<file path="src/rtl/counter_port_arbiter.sv">
// counter_port_arbiter: shares one up/down counter between NUM_REQ requesters.
// Each cycle at most one increment and one decrement requester is granted,
// round-robin within each class; grants that would push the counter out of
// range are withheld, and a reinit load is sequenced through RUN/REINIT/SETTLE.
module counter_port_arbiter #(
    parameter int NUM_REQ = 4,
    parameter int WIDTH   = 4,
    parameter int AMT_W   = 2,
    parameter int STALL_W = 8
) (
    input  logic                     clk,
    input  logic                     rst,
    input  logic [NUM_REQ-1:0]       req_valid,
    input  logic [NUM_REQ-1:0]       req_op,
    input  logic [NUM_REQ*AMT_W-1:0] req_amt,
    output logic [NUM_REQ-1:0]       req_ready,
    input  logic                     cfg_reinit,
    input  logic [WIDTH-1:0]         cfg_initial_value,
    output logic                     cfg_busy,
    input  logic [WIDTH-1:0]         value,
    output logic                     cnt_incr_valid,
    output logic [AMT_W-1:0]         cnt_incr,
    output logic                     cnt_decr_valid,
    output logic [AMT_W-1:0]         cnt_decr,
    output logic                     cnt_reinit,
    output logic [WIDTH-1:0]         cnt_initial_value,
    output logic [STALL_W-1:0]       stall_cnt
);

    localparam int PTR_W = (NUM_REQ > 1) ? $clog2(NUM_REQ) : 1;
    localparam int SUM_W = WIDTH + AMT_W + 1;
    localparam logic [PTR_W-1:0]        LAST_IDX = PTR_W'(NUM_REQ - 1);
    localparam logic signed [SUM_W-1:0] MAX_VAL  = SUM_W'((1 << WIDTH) - 1);
    localparam logic signed [SUM_W-1:0] ZERO_VAL = SUM_W'(0);

    typedef enum logic [1:0] {
        ST_RUN    = 2'd0,
        ST_REINIT = 2'd1,
        ST_SETTLE = 2'd2
    } state_t;

    state_t             state_q, state_d;
    logic [PTR_W-1:0]   incr_ptr_q, incr_ptr_d;
    logic [PTR_W-1:0]   decr_ptr_q, decr_ptr_d;
    logic [STALL_W-1:0] stall_q, stall_d;
    logic [WIDTH-1:0]   init_q, init_d;

    logic                    run_s;
    logic                    inc_found_s, dec_found_s;
    logic [PTR_W-1:0]        inc_idx_s, dec_idx_s;
    logic [AMT_W-1:0]        inc_amt_s, dec_amt_s;
    logic signed [SUM_W-1:0] sum_s;
    logic                    inc_grant_s, dec_grant_s, drop_s;

    // First candidate at or after ptr, wrapping cyclically.
    function automatic void find_cand(input  logic [NUM_REQ-1:0] cand,
                                      input  logic [PTR_W-1:0]   ptr,
                                      output logic               found,
                                      output logic [PTR_W-1:0]   idx);
        found = 1'b0;
        idx   = '0;
        for (int i = 0; i < NUM_REQ; i++) begin
            if (!found && cand[i] && (i >= int'(ptr))) begin
                found = 1'b1;
                idx   = PTR_W'(i);
            end
        end
        for (int i = 0; i < NUM_REQ; i++) begin
            if (!found && cand[i] && (i < int'(ptr))) begin
                found = 1'b1;
                idx   = PTR_W'(i);
            end
        end
    endfunction

    // Amount field of requester idx.
    function automatic logic [AMT_W-1:0] amt_of(input logic [NUM_REQ*AMT_W-1:0] amts,
                                                input logic [PTR_W-1:0]         idx);
        amt_of = '0;
        for (int i = 0; i < NUM_REQ; i++) begin
            if (PTR_W'(i) == idx) begin
                amt_of = amts[i*AMT_W +: AMT_W];
            end
        end
    endfunction

    // Candidate selection, range check and grant decision.
    always_comb begin
        run_s = rst && (state_q == ST_RUN);
        find_cand(req_valid & ~req_op, incr_ptr_q, inc_found_s, inc_idx_s);
        find_cand(req_valid & req_op, decr_ptr_q, dec_found_s, dec_idx_s);
        inc_amt_s = inc_found_s ? amt_of(req_amt, inc_idx_s) : '0;
        dec_amt_s = dec_found_s ? amt_of(req_amt, dec_idx_s) : '0;
        sum_s = $signed({{(AMT_W+1){1'b0}}, value})
              + $signed({{(WIDTH+1){1'b0}}, inc_amt_s})
              - $signed({{(WIDTH+1){1'b0}}, dec_amt_s});
        // Only one bound can be violated at a time, so dropping the
        // offending side always leaves the other grant in range.
        inc_grant_s = run_s && inc_found_s && !(sum_s > MAX_VAL);
        dec_grant_s = run_s && dec_found_s && !(sum_s < ZERO_VAL);
        drop_s = run_s && ((inc_found_s && !inc_grant_s) || (dec_found_s && !dec_grant_s));
    end

    // Drive grant and counter-control outputs; all quiet while in reset.
    always_comb begin
        for (int i = 0; i < NUM_REQ; i++) begin
            req_ready[i] = (inc_grant_s && (inc_idx_s == PTR_W'(i))) ||
                           (dec_grant_s && (dec_idx_s == PTR_W'(i)));
        end
        cnt_incr_valid    = inc_grant_s;
        cnt_incr          = inc_grant_s ? inc_amt_s : '0;
        cnt_decr_valid    = dec_grant_s;
        cnt_decr          = dec_grant_s ? dec_amt_s : '0;
        cnt_reinit        = rst && (state_q == ST_REINIT);
        cfg_busy          = rst && (state_q != ST_RUN);
        cnt_initial_value = rst ? init_q : '0;
        stall_cnt         = stall_q;
    end

    // Next-state for the FSM, pointers, stall counter and captured value.
    always_comb begin
        state_d = state_q;
        init_d  = init_q;
        case (state_q)
            ST_RUN: begin
                if (cfg_reinit) begin
                    state_d = ST_REINIT;
                    init_d  = cfg_initial_value;
                end else begin
                    state_d = ST_RUN;
                end
            end
            ST_REINIT: state_d = ST_SETTLE;
            ST_SETTLE: state_d = ST_RUN;
            default:   state_d = ST_RUN;
        endcase

        if (inc_grant_s) begin
            incr_ptr_d = (inc_idx_s == LAST_IDX) ? '0 : inc_idx_s + PTR_W'(1);
        end else begin
            incr_ptr_d = incr_ptr_q;
        end

        if (dec_grant_s) begin
            decr_ptr_d = (dec_idx_s == LAST_IDX) ? '0 : dec_idx_s + PTR_W'(1);
        end else begin
            decr_ptr_d = decr_ptr_q;
        end

        if (drop_s && (stall_q != {STALL_W{1'b1}})) begin
            stall_d = stall_q + STALL_W'(1);
        end else begin
            stall_d = stall_q;
        end
    end

    // State registers with synchronous active-low reset.
    always_ff @(posedge clk) begin
        if (!rst) begin
            state_q    <= ST_RUN;
            incr_ptr_q <= '0;
            decr_ptr_q <= '0;
            stall_q    <= '0;
            init_q     <= '0;
        end else begin
            state_q    <= state_d;
            incr_ptr_q <= incr_ptr_d;
            decr_ptr_q <= decr_ptr_d;
            stall_q    <= stall_d;
            init_q     <= init_d;
        end
    end

endmodule

</file>
<file path="config.mk">
export PLATFORM = sky130hd
export DESIGN_NAME = counter_port_arbiter
export DESIGN_NICKNAME = d
export VERILOG_FILES = /design/src/rtl/counter_port_arbiter.sv
export SDC_FILE = /design/constraint.sdc
export NUM_CORES = 1
export LEC_CHECK = 0
export CAP_MARGIN = 15
export CORE_ASPECT_RATIO = 1.1
export CORE_MARGIN = 1.5
export CORE_UTILIZATION = 25
export DETAILED_ROUTE_END_ITERATION = 12
export DONT_BUFFER_PORTS = 1
export MAX_ROUTING_LAYER = met4
export PLACE_DENSITY_LB_ADDON = 0.05
export SLEW_MARGIN = 15
export SYNTH_ARGS = -nofsm -noshare
export SYNTH_HDL_FRONTEND = slang
export SYNTH_SLANG_ARGS = --single-unit
</file>
<file path="constraint.sdc">
create_clock -name clk -period 5.8 [get_ports clk]
set_input_delay 1.16 -clock clk [delete_from_list [all_inputs] [get_ports clk]]
set_output_delay 1.16 -clock clk [all_outputs]
set_load 0.01 [all_outputs]
</file>
==> results, run 1 <==
- The clock input transition at the sequential cells of the worst setup and hold paths is 0.07 ns.
- The worst setup path is captured at a primary output.
- The total number of nets in the final design is 255.
- The number of synthesized flops with an enable pin is 0.
- 0 antenna diodes ended up in the layout.
- After detailed routing, the number of remaining DRC violations is 0.
- The data required time of the worst path is 4.64 ns.
- On the critical path the largest part of the delay comes from compound AO/OA/AOI/OAI gates.
- In the layout the commonest cells are sky130_fd_sc_hd__nand2_1 (19), sky130_fd_sc_hd__dfxtp_1 (18), sky130_fd_sc_hd__buf_4 (18).
- The number of unique standard cell types used by synthesis is 47.
- Leaving out fill and tap cells, the most frequent cell in the layout is sky130_fd_sc_hd__nand2_1.
- Max-cap violations in this run came to 0.
- After synthesis the cells add up to ~1500 µm².
- The detailed router's first-iteration violation count is 44.
- After floorplanning, the core was sized to cover 5842 µm².
- The die height is 85.12 µm.
- The number of cells after detailed placement is between 200 and 300.
- The static leakage is about 0.8 nW.
- The number of synthesized register bits is 18.
- The cell count after synthesis came out at about 190.
- The run finished with clean final reports.
- The overall power consumption is a little over 0.0004 W.
- The sequential element share of the synthesized area is 0.2351.
- Traced cell by cell, the critical path runs through nand2b_1 > o32a_1 > o21ai_2 > inv_1 > ha_4 > nand3b_1 > a21oi_2 > a21oi_2 > o21ai_1 > nand2_1 > fa_1 > inv_1 > ha_1 > nand4b_1 > a211o_2 > nand3_2 > and3_4 > a22o_1.
- The total power density per cell area is about 210 nW/µm².
- The number of global-route vias before repair was about 1400.
- In the synthesized netlist the async set-or-reset flop fraction comes to 0.
- The yosys synthesis warning count is 0.
- The critical path is of the in2out type.
- Setup violations remaining at the end of the flow were counted as 0.
- STA puts the critical path data arrival time at 4.45 ns.
- The first-pass iteration count of the detailed router is 4.
- The initial core utilization is 0.2624.
- The number of routed nets with antenna violations is 0.
- The number of cell rows is 29.
- The initial antenna violation count is 0.
- The maximum net fanout on the critical path is 8.
- The clock sink count is 18.
- The slowest stage of the critical path belongs to the cell sky130_fd_sc_hd__fa_1.
- The worst path needs 5.611 ns of the cycle, external delays included.
- The maximum single-stage delay on the critical path is 0.51 ns.
- Measured against its own limit, the worst slew margin works out to 0.6174.
- The count of buffers added on input and output ports is 0.
- The final layout contains routed wiring with a total length of 3864 µm.
- The wire length of the first global-routing pass is 6382 µm.
- The combined global-route utilization of all metal layers is 0.1216.
- At the later pin of the worst-skew pair, clock insertion delay measures 0.25 ns.
- In the routed layout, each cell is associated on average with a via count of a little under 5.
- The estimated wirelength of the detail-placed design is 3077 µm.
- The clock tree from TritonCTS is done.
- From synthesis to final layout, the design area changed by 26.12%.
- The number of non-filler instances in the completed layout is 289.
- The average wire per standard cell is 13.37 µm.
- The clock passes through at most 2 buffers.
- The final estimated routing congestion in global placement is just over 0.8.
- Dividing the final minimum period by the clock period gives 0.9673.
- With fillers left out, the area of the finished cells amounts to 1933 µm².
- The placement-stage cell area is about 1700 µm².
- STA classifies the critical path startpoint as a primary input.
- Final hold analysis gives a worst-case slack of 0.4893 ns.
- The count of endpoints failing hold in the final timing report came to 0.
- The number of buffers inserted during clock tree synthesis is 3.
- The die footprint is 6610 µm².
- IR analysis of the VDD net gives a maximum drop of between 0.08 and 0.09 mV.
- The worst path buffer plus inverter count is 2.
- The fmax is 0.1782 GHz.
- The number of primary I/O pins is 51.
- From left edge to right edge, the die measures 77.66 µm.
- Among all flip-flop cells after synthesis, the most frequent one is sky130_fd_sc_hd__dfxtp_1.
- The via total after detailed routing is 1403.
- The transition time at the pin with the least slew margin is 0.5695 ns.
- The clock tree root driver cell is sky130_fd_sc_hd__clkbuf_8.
- The share of layout cells above drive strength 1 is 0.2689.
- Buffers inserted to repair hold after CTS numbered 0.
- The number of H-tree levels is 1.
- The kind of path behind the tightest hold check is reg2reg.
- The total nets after synthesis is 236.
- The worst-case clock skew is approximately 0.0020 ns.
- The sum of overflow across all layers after global routing is 0.
- The post-layout utilization of the core is 0.3309.
- The per-instance average area after synthesis is 7.901 µm².
- The final-report max-slew violation count is 0.
- Entering global routing, the biggest net connects 17 pins.
-- layout make-up --
| cell class | instances | area, µm² |
|---|---|---|
| Inverter | 12 | 45.04 |
| Timing Repair Buffer | 19 | 146.4 |
| Clock buffer | 4 | 55.05 |
| Sequential cell | 18 | 360.3 |
| Tap cell | 77 | 96.34 |
| Fill cell | 641 | 3909 |
| Multi-Input combinational cell | 159 | 1230 |
-- flip-flops by register name (all words and copies together), names as in the netlist --
signal,cells
incr_ptr_q,2
state_q,2
init_q,4
stall_cnt,8
decr_ptr_q,2
-- cells by family after synthesis --
kind of cell	share of synthesized area
mux	0.07266
compound gates	0.1837
fa+ha+maj	0.1273
flops	0.2351
buf+inv	0.04734
simple gates	0.3339
-- worst register-to-register path, stage by stage (launching register included) --
cell                       delay [ns]
sky130_fd_sc_hd__dfxtp_1         0.39
sky130_fd_sc_hd__mux2_2          0.35
sky130_fd_sc_hd__nor2_1          0.09
sky130_fd_sc_hd__a221o_1         0.24
sky130_fd_sc_hd__inv_2           0.09
sky130_fd_sc_hd__buf_4           0.14
sky130_fd_sc_hd__ha_1            0.27
sky130_fd_sc_hd__a21oi_2         0.20
sky130_fd_sc_hd__nor2_2          0.06
sky130_fd_sc_hd__fa_1            0.47
sky130_fd_sc_hd__inv_1           0.04
sky130_fd_sc_hd__ha_1            0.26
sky130_fd_sc_hd__nand4b_1        0.15
sky130_fd_sc_hd__a311oi_2        0.26
sky130_fd_sc_hd__nand3_2         0.11
sky130_fd_sc_hd__buf_4           0.14
sky130_fd_sc_hd__buf_4           0.13
sky130_fd_sc_hd__o22a_4          0.24
sky130_fd_sc_hd__or4_1           0.50
sky130_fd_sc_hd__a21oi_1         0.15
-- final timing paths --
path	start	cells after the start	slack, ns	end
worst max-delay path	req_op[2]	18	0.19	req_ready[2]
worst max register to register	decr_ptr_q[1]	19	1.46	stall_cnt[4]
worst min register to register	state_q[1]	1	0.49	state_q[1]
worst min-delay path	state_q[1]	1	0.49	state_q[1]
-- synth_stat cells, types with 5 or more instances --
library cell,number,share of area
sky130_fd_sc_hd__nor2_1,17,0.042
sky130_fd_sc_hd__o21ai_0,6,0.020
sky130_fd_sc_hd__mux2i_1,10,0.065
sky130_fd_sc_hd__nand2b_1,5,0.020
sky130_fd_sc_hd__inv_1,12,0.029
sky130_fd_sc_hd__nand2_1,21,0.051
sky130_fd_sc_hd__dfxtp_1,18,0.24
sky130_fd_sc_hd__a21oi_1,20,0.065
sky130_fd_sc_hd__and2_1,9,0.037
sky130_fd_sc_hd__ha_1,14,0.11
sky130_fd_sc_hd__nor2b_1,6,0.024
-- metal layers --
metal / GRT usage / vias up / part of all wire
met4: 0.04132 / 0 / 0.0062
met2: 0.2111 / 36 / 0.48
met1: 0.1329 / 641 / 0.45
met5: - / - / 0
li1: - / 724 / -
met3: 0.03333 / 2 / 0.065
-- metrics by stage --
stage	setup slack, ns	setup TNS [ns]
floorplan	0.08097	0
global placement	0.05979	0
detailed placement	0.02108	0
CTS	0.005161	0
global route	-0.01050	-0.02465
finish	0.1895	0
-- what timing repair did --
item | in CTS | in global routing
hold endpoints to repair | 0 | 0
gates resized for setup | 0 | 35
endpoints found under the setup margin | 0 | 10
setup buffers | 0 | 10
-- where the power goes --
part | total, W | switching, W | internal (W)
combinational | 0.000162 | 0.0000823 | 0.0000798
clock | 0.000106 | 0.0000454 | 0.0000603
sequential | 0.000137 | 0.00000695 | 0.000130
total | 0.000405 | 0.000135 | 0.000270
(Power assumes the default switching activity.)
==> run 2, diff against run 1 <==
--- a/config.mk
+++ b/config.mk
@@ -5,6 +5,7 @@
 export SDC_FILE = /design/constraint.sdc
 export NUM_CORES = 1
 export LEC_CHECK = 0
+export ABC_AREA = 1
 export CAP_MARGIN = 15
 export CORE_ASPECT_RATIO = 1.1
 export CORE_MARGIN = 1.5
==> results, run 2 <==
- The average wire per standard cell is 11.45 µm.
- TritonCTS built the clock tree.
- Counting instances in the post-synthesis netlist gives the leading cell types as sky130_fd_sc_hd__nand2_1 (59), sky130_fd_sc_hd__inv_1 (55), sky130_fd_sc_hd__nor2_1 (34).
- From bottom edge to top edge, the die measures 87.34 µm.
- The clock reaches the later pin of the worst-skew pair after 0.25 ns.
- The most frequent cell after synthesis is sky130_fd_sc_hd__nand2_1.
- The register with the most flip-flops in the layout has 8 of them.
- The estimated wirelength of the detail-placed design is 3237 µm.
- The detailed router's first-iteration violation count is 43.
- Leaving out fill and tap cells, the most frequent cells in the layout are sky130_fd_sc_hd__nand2_1 (55), sky130_fd_sc_hd__inv_1 (52), sky130_fd_sc_hd__nor2_1 (30).
- The post-synthesis compound-gate area fraction is 0.1370.
- The maximum number of pins on one net before global-route repair is 16.
- The post-synthesis cell count is 262.
- Dividing the final minimum period by the clock period gives 0.9409.
- The met2 track utilization from global routing is 0.2126.
- The cell with the largest stage delay on the worst path is sky130_fd_sc_hd__fa_1.
- Yosys mapped a number of flops with a built-in enable equal to 0.
- The final-report setup violation count is 0.
- The signal arrival time at the worst endpoint is 4.30 ns.
- Static timing analysis puts the maximum clock frequency at 0.1832 GHz.
- The detailed router placed 1558 vias in this run.
- The share of layout cells above drive strength 1 is 0.1599.
- The synthesized netlist contains 31 unique library cells.
- The total power density per cell area is approximately 240 nW/µm².
- A synthesized cell averages approximately 6.2 µm².
- The maximum single-stage delay on the critical path is 0.48 ns.
- The nature of the critical path startpoint is a primary input.
- The post-synthesis instance area is 1617 µm².
- The final-report max-slew violation count is 0.
- The post-synthesis adder-cell area fraction is 0.1207.
- The biggest area contributor in the post-synthesis netlist is sky130_fd_sc_hd__dfxtp_1.
- TritonCTS created 3 clock buffers.
- Together, buffers and inverters on the worst path number 6.
- The number of routed nets with antenna violations is 0.
- The count of endpoints failing hold in the final timing report was 0.
- The total of buffers placed on input and output ports is 0.
- For this run, the total global-route usage over all layers was measured as 0.1273.
- The number of antenna diodes is 0.
- The maximum net fanout on the critical path is 7.
- Of the total synthesized cell area, the portion taken by XOR and XNOR cells is 0.005418.
- The most prevalent standard cell on the critical path is sky130_fd_sc_hd__nand2_1.
- The number of synthesized register bits is 18.
- The clock sink count is 18.
- The post-layout minimum cycle time is 5.457 ns.
- After synthesis, the largest family of logic cells by area is simple AND/OR/NAND/NOR gates.
- The aggregate negative setup slack is 0 ns.
- The wire length of the first global-routing pass is 6886 µm.
- For this design the static power due to leakage is 0.9677 nW.
- Leaving out fill and tap cells, the most frequent cell in the layout is sky130_fd_sc_hd__nand2_1.
- The flow ran to the end, and the final reports show no timing, DRC or antenna violations.
- The maximum VDD drop is between 0.1 and 0.15 mV.
- The post-layout utilization of the core is 0.3010.
- Setup repair after global routing could not meet its margin everywhere.
- Across the run, the number of max-cap violations was 0.
- The kind of path behind the tightest hold check is reg2reg.
- The met3 capacity usage during global routing is 0.02827.
- In the global route stage, met1 resource usage came out at 0.1521.
- The share of the synthesized area in the top cell type is 0.2229.
- The initial antenna violation count is 0.
- The number of filler instances in the final layout is 709.
- During I/O placement, the number of pins put on the boundary was 51.
- Before antenna repair, the detailed router went through 4 iterations.
- No sink is reached through more buffers than the 2 on the longest clock path.
- The initial core utilization is 0.2610.
- Clock-pin slew was measured on the worst setup and hold paths at approximately 0.07 ns.
- Data on the critical path is required at its endpoint by between 4 and 5 ns.
- The number of H-tree levels is 1.
- The die is 79.67 µm wide.
- The placeable core area is 6193 µm².
- The detailed-route wire length is 3996 µm.
- The max-slew headroom at the worst pin is 0.7405.
- The total nets after synthesis is 304.
- After detailed routing, the number of vias per cell comes to 4.464.
- The die footprint is 6958 µm².
- Row generation in the floorplan step produced 30 rows.
- The layout overhead on the synthesized area is 15.33%.
- The transition time at the pin with the least slew margin is 0.3884 ns.
- Of the synthesized area, sequential elements account for 0.2229.
- Of the post-synthesis cell area, the part taken by muxes is 0.
- The share of async-settable or async-resettable flops after synthesis is 0.
- The worst setup path is of the in2out kind.
- The final estimated routing congestion in global placement is between 0.7 and 0.8.
- The final layout contains 312 nets.
- The clock tree root driver cell is sky130_fd_sc_hd__clkbuf_8.
- Yosys attributes the largest share of cell area to sky130_fd_sc_hd__dfxtp_1 (22%), sky130_fd_sc_hd__nand2_1 (14%), sky130_fd_sc_hd__inv_1 (13%).
- After global routing, the most crowded layer is met2.
- During synthesis, Yosys emitted a total of 0 warnings.
- The kind of end point of the critical path is a primary output.
- The number of global-route vias before repair was 1552.
- For the final database, setup skew stands at around 0.0013 ns.
- The post-synthesis simple-gate area fraction is 0.3700.
- After detailed routing, the number of remaining DRC violations is 0.
- The category of cells accounting for the largest share of critical-path delay is simple AND/OR/NAND/NOR gates.
- For this run, the leading register cell type out of synthesis is sky130_fd_sc_hd__dfxtp_1.
- The sum of overflow across all layers after global routing is 0.
-- run 2: cell count changes after synthesis, moves of 9 or more --
cell	delta
sky130_fd_sc_hd__inv_1	+43
sky130_fd_sc_hd__nand2_1	+38
sky130_fd_sc_hd__nor2_1	+17
sky130_fd_sc_hd__nand3_1	+11
sky130_fd_sc_hd__mux2i_1	-10
sky130_fd_sc_hd__and2_1	-9
-- run 2: stage by stage --
| stage | cells | total power (W) | hold WS (ns) | worst slack (ns) | area [µm²] |
|---|---|---|---|---|---|
| after floorplan | 262 | 0.0002901 | 0.4635 | 0.5480 | 1617 |
| after global placement | 341 | 0.0003242 | 0.4900 | 0.08113 | 1705 |
| after detailed placement | 341 | 0.0003212 | 0.4907 | 0.1462 | 1705 |
| after CTS | 345 | 0.0004285 | 0.5016 | 0.1381 | 1760 |
| after global routing | 349 | 0.0004879 | 0.5196 | -0.02450 | 1864 |
| final | 349 | 0.0004401 | 0.4969 | 0.3429 | 1864 |
-- run 2: cells by family (layout without fill, tap and decap cells) --
kind of cell / Yosys count / in the layout
and+or+nand+nor: 130 / 130
DFF: 18 / 18
buffers and inverters: 59 / 66
adders and majority gates: 15 / 15
AOI/OAI and AO/OA: 39 / 39
xor gates and xnor gates: 1 / 1
-- run 2: path summary, 6_finish.rpt --
kind                 startpoint            to  slack [ns]  cells past startpoint
setup / recovery   req_valid[0]  req_ready[0]        0.34                     25
hold / removal       state_q[1]    state_q[1]        0.50                      1
hold reg to reg      state_q[1]    state_q[1]        0.50                      1
setup reg to reg  incr_ptr_q[1]  stall_cnt[2]        2.04                     24
-- run 2: area by class of cell --
type / count / area [µm²] / area share
Sequential cell: 18 / 360.3 / 0.1933
Tap cell: 80 / 100.1 / 0.05369
Inverter: 57 / 216.5 / 0.1161
Timing Repair Buffer: 5 / 37.54 / 0.02013
Clock buffer: 4 / 55.05 / 0.02953
Multi-Input combinational cell: 185 / 1095 / 0.5872
-- run 2: metal layers --
| layer | vias to the layer above | routed length (µm) |
|---|---|---|
| met5 | - | 0 |
| met4 | 0 | 33 |
| met3 | 2 | 245 |
| met2 | 39 | 1879 |
| met1 | 677 | 1838 |
| li1 | 840 | - |
-- run 2: worst register-to-register path: stages (launching register included) --
cell                        delay, ns
sky130_fd_sc_hd__dfxtp_1         0.37
sky130_fd_sc_hd__inv_1           0.07
sky130_fd_sc_hd__nand2_1         0.12
sky130_fd_sc_hd__nand2_2         0.10
sky130_fd_sc_hd__nor3_4          0.18
sky130_fd_sc_hd__nand2_1         0.09
sky130_fd_sc_hd__nand2_2         0.08
sky130_fd_sc_hd__inv_1           0.07
sky130_fd_sc_hd__ha_1            0.20
sky130_fd_sc_hd__inv_2           0.09
sky130_fd_sc_hd__o21ai_0         0.11
sky130_fd_sc_hd__a2bb2oi_2       0.18
sky130_fd_sc_hd__nand2b_1        0.16
sky130_fd_sc_hd__fa_1            0.48
sky130_fd_sc_hd__inv_1           0.04
sky130_fd_sc_hd__ha_1            0.28
sky130_fd_sc_hd__nand2_1         0.06
sky130_fd_sc_hd__o211ai_2        0.21
sky130_fd_sc_hd__nand2_1         0.10
sky130_fd_sc_hd__nor2_2          0.10
sky130_fd_sc_hd__nand3_1         0.09
sky130_fd_sc_hd__nand2_2         0.24
sky130_fd_sc_hd__nand2_1         0.11
sky130_fd_sc_hd__nor2_1          0.10
sky130_fd_sc_hd__nor2_1          0.05
-- run 2: power by group --
part           internal (W)  switching, W
registers          0.000135     0.0000114
clock network     0.0000603     0.0000437
logic             0.0000734      0.000117
total              0.000268      0.000172
-- run 2: what timing repair did --
item	in CTS	in global routing
hold buffers	0	0
resized for setup	0	21
buffers inserted	0	4
setup endpoints to repair	0	10
==> run 3, diff against run 2 <==
--- a/config.mk
+++ b/config.mk
@@ -6,6 +6,7 @@
 export NUM_CORES = 1
 export LEC_CHECK = 0
 export ABC_AREA = 1
+export ABC_CLOCK_PERIOD_IN_PS = 5800
 export CAP_MARGIN = 15
 export CORE_ASPECT_RATIO = 1.1
 export CORE_MARGIN = 1.5
==> results of run 3 <==
No change in the layout: final DEF, timing and power equal those of run 2.
